==> src/rtl/ro_puf_pkg.sv <==
// rtl/ro_puf_pkg.sv - shared types and constants for the RO PUF measurement controller
package ro_puf_pkg;

  typedef enum logic [2:0] {
    S_IDLE,
    S_CLEAR,
    S_RUN,
    S_SETTLE,
    S_COMPARE,
    S_DONE
  } state_t;

  localparam int CLEAR_CYC = 2;

  // Cycles from the accepted start cycle to the done pulse.
  function automatic int total_latency(input int n_bits, input int window, input int settle);
    return n_bits * (window + settle + CLEAR_CYC + 1) + 1;
  endfunction

endpackage

==> src/rtl/puf_window_timer.sv <==
// rtl/puf_window_timer.sv - loadable down-counter timing the clear, gate and settle phases
module puf_window_timer #(
  parameter int W = 4
) (
  input  logic         clk,
  input  logic         reset_n,
  input  logic         load,
  input  logic [W-1:0] load_val,
  output logic         expired
);

  logic [W-1:0] r_cnt;

  always_ff @(posedge clk or negedge reset_n) begin
    if (!reset_n) begin
      r_cnt <= '0;
    end else if (load) begin
      r_cnt <= load_val;
    end else if (r_cnt != '0) begin
      r_cnt <= r_cnt - 1'b1;
    end
  end

  assign expired = (r_cnt == '0);

endmodule

==> src/rtl/ro_puf_measure_ctrl.sv <==
// rtl/ro_puf_measure_ctrl.sv - sequences RO-pair selection, gating and comparison into a response word
module ro_puf_measure_ctrl
  import ro_puf_pkg::*;
#(
  parameter int N_BITS = 8,
  parameter int SEL_W  = 4,
  parameter int CNT_W  = 16,
  parameter int WINDOW = 1000,
  parameter int SETTLE = 4
) (
  input  logic               clk,
  input  logic               reset_n,
  input  logic               start,
  input  logic [2*SEL_W-1:0] challenge,
  output logic [SEL_W-1:0]   sel_a,
  output logic [SEL_W-1:0]   sel_b,
  output logic               ro_en,
  output logic               cnt_clr_n,
  input  logic [CNT_W-1:0]   count_a,
  input  logic [CNT_W-1:0]   count_b,
  output logic               busy,
  output logic               done,
  output logic [N_BITS-1:0]  response,
  output logic               tie
);

  localparam int TMR_MAX = (WINDOW > SETTLE)
                         ? ((WINDOW > CLEAR_CYC) ? WINDOW : CLEAR_CYC)
                         : ((SETTLE > CLEAR_CYC) ? SETTLE : CLEAR_CYC);
  localparam int TMR_W   = $clog2(TMR_MAX);
  localparam int IDX_W   = (N_BITS > 1) ? $clog2(N_BITS) : 1;

  state_t             r_state;
  state_t             w_state_nxt;
  logic [SEL_W-1:0]   r_base_a;
  logic [SEL_W-1:0]   r_base_b;
  logic [SEL_W-1:0]   r_sel_a;
  logic [SEL_W-1:0]   r_sel_b;
  logic [IDX_W-1:0]   r_idx;
  logic [IDX_W-1:0]   w_idx_nxt;
  logic               w_last;
  logic [N_BITS-1:0]  r_response;
  logic               r_tie;
  logic               w_tmr_load;
  logic [TMR_W-1:0]   w_tmr_val;
  logic               w_tmr_expired;

  assign w_idx_nxt = r_idx + 1'b1;
  assign w_last    = (r_idx == IDX_W'(N_BITS - 1));

  puf_window_timer #(.W(TMR_W)) u_timer (
    .clk      (clk),
    .reset_n  (reset_n),
    .load     (w_tmr_load),
    .load_val (w_tmr_val),
    .expired  (w_tmr_expired)
  );

  always_ff @(posedge clk or negedge reset_n) begin
    if (!reset_n) begin
      r_state <= S_IDLE;
    end else begin
      r_state <= w_state_nxt;
    end
  end

  // The timer is loaded on the transition into each timed phase so it reads 0 on that phase's last cycle.
  always_comb begin
    w_state_nxt = r_state;
    w_tmr_load  = 1'b0;
    w_tmr_val   = '0;
    ro_en       = 1'b0;
    cnt_clr_n   = 1'b0;
    busy        = 1'b1;
    done        = 1'b0;
    case (r_state)
      S_IDLE: begin
        busy = 1'b0;
        if (start) begin
          w_state_nxt = S_CLEAR;
          w_tmr_load  = 1'b1;
          w_tmr_val   = TMR_W'(CLEAR_CYC - 1);
        end
      end
      S_CLEAR: begin
        if (w_tmr_expired) begin
          w_state_nxt = S_RUN;
          w_tmr_load  = 1'b1;
          w_tmr_val   = TMR_W'(WINDOW - 1);
        end
      end
      S_RUN: begin
        ro_en     = 1'b1;
        cnt_clr_n = 1'b1;
        if (w_tmr_expired) begin
          w_state_nxt = S_SETTLE;
          w_tmr_load  = 1'b1;
          w_tmr_val   = TMR_W'(SETTLE - 1);
        end
      end
      S_SETTLE: begin
        cnt_clr_n = 1'b1;
        if (w_tmr_expired) begin
          w_state_nxt = S_COMPARE;
        end
      end
      S_COMPARE: begin
        cnt_clr_n = 1'b1;
        if (w_last) begin
          w_state_nxt = S_DONE;
        end else begin
          w_state_nxt = S_CLEAR;
          w_tmr_load  = 1'b1;
          w_tmr_val   = TMR_W'(CLEAR_CYC - 1);
        end
      end
      S_DONE: begin
        done        = 1'b1;
        w_state_nxt = S_IDLE;
      end
      default: begin
        w_state_nxt = S_IDLE;
      end
    endcase
  end

  // Selects move only on the edge entering CLEAR, so they are stable for the whole gate window.
  always_ff @(posedge clk or negedge reset_n) begin
    if (!reset_n) begin
      r_base_a   <= '0;
      r_base_b   <= '0;
      r_sel_a    <= '0;
      r_sel_b    <= '0;
      r_idx      <= '0;
      r_response <= '0;
      r_tie      <= 1'b0;
    end else begin
      case (r_state)
        S_IDLE: begin
          if (start) begin
            r_base_a   <= challenge[2*SEL_W-1:SEL_W];
            r_base_b   <= challenge[SEL_W-1:0];
            r_sel_a    <= challenge[2*SEL_W-1:SEL_W];
            r_sel_b    <= challenge[SEL_W-1:0];
            r_idx      <= '0;
            r_response <= '0;
            r_tie      <= 1'b0;
          end
        end
        S_COMPARE: begin
          r_response[r_idx] <= (count_a > count_b);
          if (count_a == count_b) begin
            r_tie <= 1'b1;
          end
          if (!w_last) begin
            r_idx   <= w_idx_nxt;
            r_sel_a <= r_base_a + SEL_W'(w_idx_nxt);
            r_sel_b <= r_base_b + SEL_W'(w_idx_nxt);
          end
        end
        default: begin
        end
      endcase
    end
  end

  assign sel_a    = r_sel_a;
  assign sel_b    = r_sel_b;
  assign response = r_response;
  assign tie      = r_tie;

endmodule
==> config.mk <==
export PLATFORM = sky130hd
export DESIGN_NAME = ro_puf_measure_ctrl
export DESIGN_NICKNAME = d
export VERILOG_FILES = /design/src/rtl/ro_puf_pkg.sv /design/src/rtl/puf_window_timer.sv /design/src/rtl/ro_puf_measure_ctrl.sv
export SDC_FILE = /design/constraint.sdc
export NUM_CORES = 1
export LEC_CHECK = 0
export BUFFER_PORTS_ARGS = -buffer_cell sky130_fd_sc_hd__buf_2
export CELL_PAD_IN_SITES_DETAIL_PLACEMENT = 2
export CELL_PAD_IN_SITES_GLOBAL_PLACEMENT = 2
export CORE_MARGIN = 2
export CORE_UTILIZATION = 29
export DETAILED_ROUTE_END_ITERATION = 8
export PLACE_DENSITY = 0.87
export SLEW_MARGIN = 25
export SYNTH_ARGS = -nofsm -noshare
export SYNTH_HDL_FRONTEND = slang
export SYNTH_HIERARCHICAL = 1
export SYNTH_SLANG_ARGS = --single-unit
==> constraint.sdc <==
create_clock -name clk -period 2.45 [get_ports clk]
set_input_delay 0.1225 -clock clk [delete_from_list [all_inputs] [get_ports clk]]
set_output_delay 0.1225 -clock clk [all_outputs]
set_load 0.005 [all_outputs]
# Yosys cells after proc, flatten, opt, wreduce, memory -nomap -nowiden
# Cells that the tools add are included.
# W data, S select, Z words.
[totals] reg_bits=41 latch_bits=0 ramBits=0 romBits=0 inputBits=43 out_inout_bits=21 elab_cells=80 mem_count=0
[classes] add_sub_neg=4 mul=0 div_mod_pow=0 magnitude_cmp=3 eq_ne=13 n_shift=0 mux=38 n_bitwise=0 reduce_logical=13
[op_table] cell="$pmux W10 S4" n=1
[op_table] cell="$mux W10" n=3
[op_table] cell="$mux W3" n=7
[op_table] cell="$eq A16 B16 Y1" n=1
[op_table] cell="$gt A16 B16 Y1" n=1
[op_table] cell="$mux W4" n=4
[op_table] cell="$pmux W4 S2" n=2
[op_table] cell="$pmux W8 S2" n=1
[op_table] cell="$pmux W3 S5" n=1
[op_table] cell="$mux W1" n=12
[op_table] cell="$logic_not A10 Y1" n=1
[op_table] cell="$reduce_bool A10 Y1" n=1
[op_table] cell="$sub A10 B1 Y10 const B" n=1
[op_table] cell="$eq A3 B3 Y1 const B" n=3
[op_table] cell="$add A4 B3 Y4" n=2
[op_table] cell="$bwmux W8" n=1
[op_table] cell="$mux W8" n=1
[op_table] cell="$eq A3 B2 Y1 const B" n=2
[op_table] cell="$ne A2 B1 Y1 const B" n=3
[op_table] cell="$ne A2 B2 Y1 const B" n=3
[op_table] cell="$pmux W3 S2" n=1
[op_table] cell="$reduce_and A3 Y1" n=2
[op_table] cell="$lt A3 B4 Y1 const B" n=1
[op_table] cell="$reduce_and A2 Y1" n=2
[op_table] cell="other kinds (13)" n=14

# Depth between registers and ports, before layout
# Gate-level depths: netlist of run 1.
[logic_depth] ltp_word=6 depth_mapped=13 depth_no_buf=11

# By module
# Netlist of run 1, hierarchy kept.
[by_module_without_submodules] module="ro_puf_measure_ctrl" n_inst=1 cells_per_inst=221 area_per_inst_um2=2060.7 seq_area_each_um2=775.7
[by_module_without_submodules] module="puf_window_timer" n_inst=1 cells_per_inst=67 area_per_inst_um2=594.3 seq_area_each_um2=250.2

# Worst setup path before layout of run 1
# No wires, ideal clock.
[synth_timing] path_type="flip-flop to flip-flop" startpoint="register u_timer.r_cnt[3]" endpoint="register u_timer.r_cnt[5]" setup_ps=142 arrival_time_ps=2152 t_required_ps=2308 slack_ps=156 path_stages_with_launch=12 n_path_buf=2 period_less_slack_ps=2294 path_cell_list="dfrtp_1 -> nor4_4 -> nand3_1 -> inv_1 -> nand2b_1 -> a21oi_1 -> nand2b_1 -> clkbuf_1 -> inv_1 -> clkbuf_1 -> nor2_1 -> a211oi_1"
[synth_between] elab_chain_len=4 word_cells_on_any_way=10 classes_between="1 x add/sub; 6 x mux; 3 x reduce/logical"
[synth_rtl] item="from (decl)" line="puf_window_timer.sv:12" text="logic [W-1:0] r_cnt;"
[synth_rtl] item="from (signal assigned)" line="puf_window_timer.sv:18" text="r_cnt <= load_val;"
[synth_rtl] item="from (signal assigned)" line="puf_window_timer.sv:20" text="r_cnt <= r_cnt - 1'b1;"
[synth_rtl] item="$logic_not A10 Y1 *" line="puf_window_timer.sv:24" text="assign expired = (r_cnt == '0);"
[synth_rtl] item="via w_tmr_expired" line="ro_puf_measure_ctrl.sv:46" text="logic w_tmr_expired;"
[synth_rtl] item="$mux W1 *" line="ro_puf_measure_ctrl.sv:86, ro_puf_measure_ctrl.sv:95"
[synth_rtl] item="$pmux W1 S3 *" line="ro_puf_measure_ctrl.sv:76" text="case (r_state)"
[synth_rtl] item="via w_tmr_load" line="ro_puf_measure_ctrl.sv:44" text="logic w_tmr_load;"
[synth_rtl] item="$mux W10 / $reduce_bool A2 Y1 (equally long branches)"
# Mark *: on every way through the listed nets, which the timed path passes. The rest lies on a longest branch. The select of a mux whose other input is x is not followed.
# A chain may end at the register's enable or synchronous reset.

# Worst setup path in the final report of run 1
[layout_timing] startpoint="register u_timer.r_cnt[0]" endpoint="register u_timer.r_cnt[5]"
# The elaborated chain is that of the path after synthesis.

==> results of run 1 <==
## critical path, cell delays in order (launching register included)
cell	delay (ns)
dfrtp_1	0.42
inv_1	0.08
ha_1	0.21
nor2b_1	0.20
nand3_1	0.14
inv_1	0.17
nand2b_1	0.14
a21oi_2	0.15
nand2b_1	0.15
buf_4	0.16
nor2_1	0.08
a211oi_1	0.21
## sequential cells by signal, summed over array words and instances (netlist names)
name	cells
r_base_a	4
u_timer/r_cnt	10
response	8
tie	1
r_state	3
r_base_b	4
sel_b	4
sel_a	4
r_idx	3
## what timing repair did
action / 4_1_cts / 5_1_grt
hold buffers: 0 / 1
resized for setup: 0 / 3
endpoints found under the setup margin: 0 / 2
endpoints found under the hold margin: 0 / 41
## report_power, final
| part | total (uW) | switching (uW) | internal, uW | leakage, uW |
|---|---|---|---|---|
| logic | 130 | 69.2 | 60.6 | 0.00110 |
| registers | 676 | 0.000346 | 676 | 0.000549 |
| clock network | 448 | 251 | 197 | 0.0000439 |
## stage by stage
| step | utilization [%] | hold WS [ns] | power (uW) | setup slack (ns) | area, um^2 |
|---|---|---|---|---|---|
| after floorplan | - | -0.173 | 752 | 0.156 | 2660 |
| after global placement | 35.6 | 0.321 | 813 | 0.345 | 3130 |
| after detailed placement | 35.6 | 0.328 | 822 | 0.193 | 3130 |
| after CTS | 36.6 | 0.00284 | 1270 | 0.159 | 3220 |
| after global routing | 36.8 | 0.0610 | 1320 | 0.0197 | 3240 |
| final | 36.8 | 0.0667 | 1250 | 0.252 | 3240 |
## per-layer routing
metal  GRT usage (%)  up-vias  part of all wire, %
li1                -     1121                    -
met1            19.9     1149                   42
met5               0        -                    0
met3            2.18        8                  3.3
met2            29.7       45                   53
met4            5.06        0                  1.7
## cell families (layout without fill, tap and decap cells)
kind of cell,Yosys count,after routing
and+or+nand+nor,103,103
AOI/OAI and AO/OA,52,52
DFF,41,41
buffers and inverters,33,104
adders and majority gates,27,27
muxes,21,21
xor gates and xnor gates,10,10
other,1,2
## worst paths after layout
path	start	to	slack, ns	cells after the start
worst max-delay path	u_timer/r_cnt[0]	u_timer/r_cnt[5]	0.25	11
worst min-delay path	challenge[0]	r_base_b[0]	0.07	2
worst max register to register	u_timer/r_cnt[0]	u_timer/r_cnt[5]	0.25	11
worst min register to register	sel_b[0]	sel_b[0]	0.49	2
max in group asynchronous	reset_n	r_state[2]	1.72	2
min in group asynchronous	reset_n	u_timer/r_cnt[6]	0.34	2
## cells in the final DEF, fill, tap and decap left out, drive strengths merged, types with 6 or more instances in the layout
master   n
a21oi   17
nand2b   6
nor3     8
o22ai    7
inv     24
nand2   43
nor2    23
xnor2    7
ha      25
dfrtp   41
buf     71
o21ai   14
mux2    10
mux2i   11
## layout make-up
cell class | count | share of cell area [%]
clock inverters | 3 | 0.541
inverters | 24 | 2.78
flip-flops and latches | 41 | 31.7
clock buffers | 5 | 2.12
repair buffers | 72 | 12.0
multi-input cells | 215 | 46.8
well taps | 108 | 4.17
==> results.md, run 1 <==
* Synth-to-layout area growth at 22.1%
* Critical path class: register to register
* Crit. End Element: register
* Rows at 34
* Pin count of the biggest net entering global routing at 42
* Worst Setup Start Kind: register
* Arrival time worst endpoint at 2.40 ns
* Dpl cells at 459
* Hold Path Class: primary input to register
* Initial drt markers at 74
* Largest family of logic cells by synthesized area: simple AND/OR/NAND/NOR gates
* Synth Area in Compound Gates at 12.9%
* Tmin final at 2.20 ns
* Status: finished, final reports clean
* Layout Cells excl Fill at 468
* Synth Cell Area at 2660 um^2
* Worst Skew at 0.0104 ns
* Ys flop type: dfrtp_1
* Fmax at 455 MHz
* Setup_tns at 0 ns
* Post-synth EDFFs at 0
* Drt drc at 0
* Via count at 2,323
* Pwr/cell area at 387 nW/um^2
* Avg Inst Size Synth at 9.22 um^2
* Peak VDD IR at 0.309 mV
* DIE AREA at 9940 um^2
* Period utilization at 89.7%
* CTS Buffer Depth at 2
* Setup bufs post-CTS at 0
* Layout cell share with drive strength beyond 1 at 27.8%
* Mux contribution to synthesized area at 8.39%
* Vias per inst at 4.96
* Ports at 64
* CORE AREA at 8810 um^2
* Unrepaired setup endpoints after global routing: no
* Cell variety after synth at 40
* Fin. Hold Viols at 0
* CTS tree: built
* Multi-input logic area at 1520 um^2
* Post-Synth Simple-Gate Area at 18.6%
* Post-synth top area share at 38.6%
* Max-slew headroom at 61.7%
* CTS clk-pin slew, worst paths at 0.09 ns
* Synth Area in Adders at 13.3%
* H-tree levels at 2
* Post-route ant nets at 0
* Port bufs at 63
* CTS root buffer: clkbuf_8
* Synth warn at 6
* Leak at 0.00169 uW
* First-pass GRT wire length at 12.9 mm
* Post-synthesis xor/xnor area fraction at 3.30%
* Fin nets at 429
* ANT cells at 0
* 1st-pass router iterations at 4
* MaxCap Viol Count at 0
* Final Setup Violations at 0
* Most frequent cell after synthesis: nand2_1
* Seq. cell area at 1030 um^2
* Clk_lat worst skew at 0.30 ns
* GPL Wtd Cong at 0.831
* Die Y-Extent at 99.7 um
* Worst slew pin tran at 0.575 ns
* Slew Limit Fails at 0
* Ys async rst share at 100%
* # clock sinks at 41
* Inserted Clock Buffers at 5
* Worst EP required at 2.66 ns
* Starting density of the core at 30.2%
* Yosys top cell by area: dfrtp_1
* Initial antenna violation count at 0
* Overall global routing resource usage at 16.3%
* Synth area leaders: dfrtp_1, ha_1, nand2_1
* Routed wire length at 7.53 mm
* Filler cells at 991
* Syn Inst Count at 288
* Die width at 99.7 um
* CP max FO at 8
* Vias in the first global route at 2,664
* #FFs+latches synth at 41
* Hpwl dp at 5.96 mm
* Routed length per placed instance at 16.1 um
* Total congestion overflow at 0
* Sequential area share after synthesis at 38.6%
* Post-synth top cells: nand2_1, dfrtp_1, ha_1
Note: power is estimated with default switching activity, not from simulation.
==> run 2, diff against run 1 <==
- CORE_UTILIZATION: 29 -> 30
- PLACE_DENSITY: 0.87 -> 0.88
- SYNTH_HIERARCHICAL: 1 -> default
==> results.md, run 2 <==
* Die Y-Extent at 96.9 um (-2.8%)
* CTS tree: built
* Worst setup margin at 0.426 ns (+0.174 ns)
* Via count at 2,175 (-6.4%)
* Vias per inst at 5.07 (+2.1%)
* ANT cells at 0 (unchanged)
* Clk_lat worst skew at 0.30 ns (about the same)
* Switching power at 310 uW (-3.2%)
* Rows at 33 (-2.9%)
* Post-route ant nets at 0 (unchanged)
* Setup_tns at 0 ns (unchanged)
* Final Setup Violations at 0 (unchanged)
* Tmin final at 2.02 ns (-0.174 ns)
* MaxCap Viol Count at 0 (unchanged)
* Pwr/cell area at 403 nW/um^2 (+4.3%)
* Switching Share at 24.7% (-0.82 points)
* Syn Inst Count at 257 (-11%)
* Vias in the first global route at 2,473 (-7.2%)
* Period utilization at 82.6% (-7.1 points)
* Synth Cell Area at 2590 um^2 (-2.5%)
* Status: finished, final reports clean
* Pin count of the biggest net entering global routing at 42 (unchanged)
* Dpl ws at 0.451 ns (+0.257 ns)
* Reg2reg setup slack at 0.43 ns (+0.17 ns)
* Cell variety after synth at 45 (+13%)
* Total congestion overflow at 0 (unchanged)
* CP max FO at 6 (-2)
* 1st-pass router iterations at 4 (unchanged)
* Initial drt markers at 102 (+38%)
* Worst slew pin tran at 0.645 ns (+0.0703 ns)
* Ys flop type: dfrtp_1
* Ports at 64 (unchanged)
* Ys async rst share at 100% (unchanged)
* Clk pwr share at 35.0% (-0.7 points)
* Hold Crit Start: challenge[6]
* Max incr delay on CP at 0.44 ns (+0.02 ns)
* Critical path class: register to register
* Fmax at 494 MHz (+8.6%)
* CORE AREA at 8300 um^2 (-5.8%)
* Crit. End Element: register
* #FFs+latches synth at 41 (unchanged)
* Met3 usage at 2.46% (+0.28 points)
* Unrepaired setup endpoints after global routing: no
* Fin. Hold Viols at 0 (unchanged)
* # clock sinks at 41 (unchanged)
* Post-synth top area share at 39.6% (+0.99 points)
* Post-synthesis net count at 328
* Avg Inst Size Synth at 10.1 um^2 (+9.3%)
* Die width at 96.9 um (-2.8%)
* Synth-to-layout area growth at 20.1%
* CP Launch Point: r_idx[0]
* Synth warn at 0 (-6)
* CP dominant cell by count: ha_1
* Worst Setup Start Kind: register
* Yosys top cell by area: dfrtp_1
* Layout cell share with drive strength beyond 1 at 25.3% (-2.5 points)
* GPL Wtd Cong at 0.795 (-4.4%)
* Most frequent cell after synthesis: dfrtp_1
* Commonest non-fill, non-tap cell in the layout: buf_2
* CTS Buffer Depth at 2 (unchanged)
* Most frequent cells in the layout: buf_2, dfrtp_1, nand2_1
* Critical-path cell list: ha_1 -> ha_1 -> a21o_1 -> a21oi_1 -> xnor2_1 -> mux2i_1 -> o21ai_1
* Max-slew headroom at 57.0% (-4.7 points)
* Grt met2 use at 29.0% (-0.72 points)
* Combinational share of power at 10.4% (about the same)
* Sequential area share after synthesis at 39.6% (+0.99 points)
* Worst EP required at 2.68 ns (+0.02 ns)
* Largest reg by FF count: u_timer.r_cnt
* Peak VDD IR at 0.289 mV (-6.5%)
* Post_cts resized at 0 (unchanged)
* CTS clk-pin slew, worst paths at 0.08 ns (about the same)
* Largest register FFs at 10 (unchanged)
* Fin nets at 394 (-8.2%)
* Post-synth top cells: dfrtp_1, nand2_1, ha_1
* CTS root buffer: clkbuf_8
* Hpwl dp at 5.64 mm (-5.4%)
* Pint at 944 uW (+1.1%)
* Synth area leaders: dfrtp_1, ha_1, nand2_1
* Drt drc at 0 (unchanged)
* R2R Path Start: r_idx[0]
* Port bufs at 63 (unchanged)
* Hold Path Class: primary input to register
* Routing usage on met1 at 19.3% (-0.67 points)
* Final hold slack at 0.0530 ns (-0.0137 ns)
* First-pass GRT wire length at 12.3 mm (-4.9%)
* DIE AREA at 9390 um^2 (-5.5%)
* Arrival time worst endpoint at 2.25 ns (-0.15 ns)
* H-tree levels at 2 (unchanged)
* CP top delay family: adder cells
* Routed wire length at 7.15 mm (-5.1%)
* Starting density of the core at 31.2% (+1.0 points)
* Critical-path top delay cell: dfrtp_1
* Post-synth EDFFs at 0 (unchanged)
* Leak at 0.00154 uW (-8.8%)
* Buf/Inv on CP at 0 (-3)
* Worst Skew at 0.00769 ns (-0.00272 ns)
* GR peak layer: met2
* Inserted Clock Buffers at 5 (unchanged)
* Routed length per placed instance at 16.7 um (+3.5%)
* Sequential power share at 54.6% (+0.7 points)
* Overall global routing resource usage at 15.9% (-0.47 points)
* Initial antenna violation count at 0 (unchanged)
* Slew Limit Fails at 0 (unchanged)
==> run 2: cell types whose count changed after synthesis, sizes merged, moves of 5 or more <==
cell | previous run | this run
o21ai | 14 | 20
o22ai | 7 | 1
a32o | 0 | 8
mux2i | 11 | 6
nor2 | 23 | 16
nand2 | 43 | 35
clkbuf | 7 | 2
==> run 2: routing by layer <==
| metal | vias to the layer above | wire length (um) |
|---|---|---|
| li1 | 1029 | - |
| met1 | 1090 | 3090 |
| met2 | 51 | 3730 |
| met3 | 5 | 245 |
| met4 | 0 | 82 |
| met5 | - | 0 |
==> run 2: what timing repair did <==
item,CTS,global route
hold buffers,0,1
setup buffers,0,0
hold endpoints to repair,0,41
==> run 2: kinds of logic after synthesis <==
group | after synthesis | synth area share (%)
AO/OA/AOI/OAI | 53 | 14.9
XOR/XNOR | 12 | 4.06
adder cells (fa/ha/maj) | 28 | 14.1
buffers and inverters | 29 | 4.69
flip-flops | 41 | 39.6
multiplexers | 16 | 6.67
AND/OR/NAND/NOR | 78 | 15.9
==> run 2: power groups by stage <==
stage                     logic, uW  registers [uW]  clock network (uW)
final                           130             684                 439
after global routing            151             685                 470
after CTS                       133             684                 449
after detailed placement        132             698                   0
after global placement          123             698                   0
after floorplan                56.7             698                   0
==> run 2: stage by stage <==
step / std cells / instance area, um^2 / power (uW) / utilization, %
4_1_cts: 428 / 3100 / 1270 / 37.3
3_3_place_gp: 420 / 3020 / 821 / 36.3
5_1_grt: 429 / 3110 / 1310 / 37.4
2_1_floorplan: 257 / 2590 / 754 / -
3_5_place_dp: 420 / 3020 / 829 / 36.3
6_report: 429 / 3110 / 1250 / 37.4
==> run 2: cell type report <==
| class | count | area (um^2) |
|---|---|---|
| Multi-Input combinational cell | 187 | 1440 |
| Tap cell | 105 | 131 |
| Inverter | 21 | 78.8 |
| Clock buffer | 8 | 80.1 |
| Sequential cell | 41 | 1030 |
| Fill cell | 951 | 5190 |
| Timing Repair Buffer | 67 | 350 |
==> run 2: final timing paths <==
check | depth (start not counted) | to
min in group asynchronous | 2 | u_timer.r_cnt[4]
max in group asynchronous | 2 | response[2]
worst max-delay path | 7 | sel_b[3]
worst max register to register | 7 | sel_b[3]
worst min-delay path | 2 | r_base_a[2]
worst min register to register | 1 | tie
==> run 3, diff against run 2 <==
- CORE_UTILIZATION: 30 -> 33
- PLACE_DENSITY: 0.88 -> 0.91
- clock period: 2.45 -> 1.99 ns (I/O delays scaled with it)
==> results.md, run 3 (same netlist as run 2, synthesis figures left out) <==
* Worst slew pin tran at 0.549 ns (-0.0956 ns)
* Multi-input logic area at 1460 um^2 (+1.4%)
* Setup_tns at 0 ns (unchanged)
* Vias per inst at 5.09 (+0.44%)
* Drt drc at 0 (unchanged)
* Worst Skew at 0.00962 ns (+0.00193 ns)
* CTS root buffer: clkbuf_8
* Clk_lat worst skew at 0.30 ns (about the same)
* Routed wire length at 7.11 mm (-0.46%)
* Fin. Hold Viols at 0 (unchanged)
* H-tree levels at 2 (unchanged)
* Crit. End Element: register
* Post-route ant nets at 0 (unchanged)
* CTS tree: built
* Max-slew headroom at 63.4% (+6.4 points)
* Leak at 0.00158 uW (+2.6%)
* First-pass GRT wire length at 11.7 mm (-5.0%)
* Commonest non-fill, non-tap cell in the layout: buf_2
* Peak VDD IR at 0.272 mV (-5.9%)
* Period utilization at 97.3% (+15 points)
* GPL Wtd Cong at 0.734 (-7.7%)
* Critical path class: register to register
* Arrival time worst endpoint at 2.15 ns (-0.10 ns)
* Initial drt markers at 78 (-24%)
* Pin count of the biggest net entering global routing at 42 (unchanged)
* Slew Limit Fails at 0 (unchanged)
* Placed Area at 3060 um^2 (+1.6%)
* Grt met2 use at 31.1% (+2.1 points)
* Largest reg by FF count: u_timer.r_cnt
* Dpl cells at 424 (+0.95%)
* # clock sinks at 41 (unchanged)
* Post-route cell area at 3180 um^2 (+2.2%)
* Status: finished, final reports clean
* Final Setup Violations at 0 (unchanged)
* Worst Setup Start Kind: register
* Die Y-Extent at 92.6 um (-4.5%)
* Rows at 32 (-3.0%)
* Hold Path Class: primary input to register
* Most frequent cells in the layout: buf_2, dfrtp_1, nand2_1
* MaxCap Viol Count at 0 (unchanged)
* Seq. cell area at 1030 um^2 (unchanged)
* Met3 usage at 2.93% (+0.47 points)
* Layout Cells excl Fill at 433 (+0.93%)
* CP max FO at 3 (-3)
* Overall global routing resource usage at 17.2% (+1.4 points)
* Die width at 92.6 um (-4.5%)
* Inserted Clock Buffers at 5 (unchanged)
* Total congestion overflow at 0 (unchanged)
* CORE AREA at 7650 um^2 (-7.9%)
* Fmax at 517 MHz (+4.6%)
* Dpl ws at -0.00910 ns (-0.460 ns)
* Synth-to-layout area growth at 22.7%
* ANT cells at 0 (unchanged)
* Filler cells at 856 (-10%)
* Layout cell share with drive strength beyond 1 at 28.4% (+3.1 points)
* Unrepaired setup endpoints after global routing: yes
* Worst setup margin at 0.0546 ns (-0.371 ns)
* Setup bufs post-CTS at 0 (unchanged)
* Largest register FFs at 10 (unchanged)
* Fin nets at 401 (+1.8%)
* GR peak layer: met2
* CTS clk-pin slew, worst paths at 0.08 ns (about the same)
* Routing usage on met1 at 20.8% (+1.6 points)
* Hpwl dp at 5.61 mm (-0.68%)
* DIE AREA at 8570 um^2 (-8.7%)
* Ports at 64 (unchanged)
* Pwr/cell area at 487 nW/um^2 (+21%)
* Worst EP required at 2.20 ns (-0.48 ns)
* Routed length per placed instance at 16.4 um (-1.4%)
* Port bufs at 63 (unchanged)
* Via count at 2,205 (+1.4%)
* Final core utilization at 41.5% (+4.1 points)
* CTS Buffer Depth at 2 (unchanged)
* Initial antenna violation count at 0 (unchanged)
* 1st-pass router iterations at 4 (unchanged)
* Vias in the first global route at 2,412 (-2.5%)
* Tmin final at 1.94 ns (-0.0886 ns)
* Starting density of the core at 33.9% (+2.7 points)
-- run 3: routing by layer --
layer  wire (um)  vias to the layer above
met5           0                        -
met4          92                        0
met3         324                        7
met2        3630                       55
met1        3070                     1091
li1            -                     1052
-- run 3: power breakdown --
group | switching, uW | internal [uW]
logic | 86.9 | 73.7
clock network | 301 | 244
registers | 3.55 | 838
total | 391 | 1160
-- run 3: worst max-delay path, cell delays in order, from the launching register on --
cell,delay [ns]
dfrtp_1,0.43
ha_4,0.17
ha_1,0.32
ha_1,0.33
a21oi_2,0.14
xnor2_1,0.14
mux2i_1,0.13
o21ai_1,0.17
-- run 3: stage by stage --
stage               hold slack, ns  power (uW)
global route                0.0322        1620
floorplan                   -0.196         929
global placement             0.205        1010
CTS                         0.0272        1580
detailed placement           0.218        1020
finish                      0.0355        1550
-- run 3: worst paths after layout --
kind,start,end,slack (ns),depth (start not counted)
min in group asynchronous,reset_n,u_timer.r_cnt[3],0.40,3
max reg2reg,r_idx[1],sel_a[3],0.05,7
min,challenge[0],r_base_b[0],0.04,2
max in group asynchronous,reset_n,response[1],1.21,3
min reg2reg,sel_b[1],sel_b[1],0.49,2
max,r_idx[1],sel_a[3],0.05,7
-- run 3: layout make-up --
type                            instances  area share (%)
Sequential cell                        41            32.3
Inverter                               21            2.48
Clock buffer                            6            2.28
Multi-Input combinational cell        187            46.0
Clock inverter                          2           0.315
Timing Repair Buffer                   74            12.6
Tap cell                              102            4.02
-- run 3: what timing repair did --
| item | in CTS | in global routing |
|---|---|---|
| hold endpoints to repair | 41 | 0 |
| hold buffers | 1 | 0 |
| resized for setup | 1 | 3 |
| gates cloned | 0 | 0 |
| endpoints found under the setup margin | 2 | 2 |
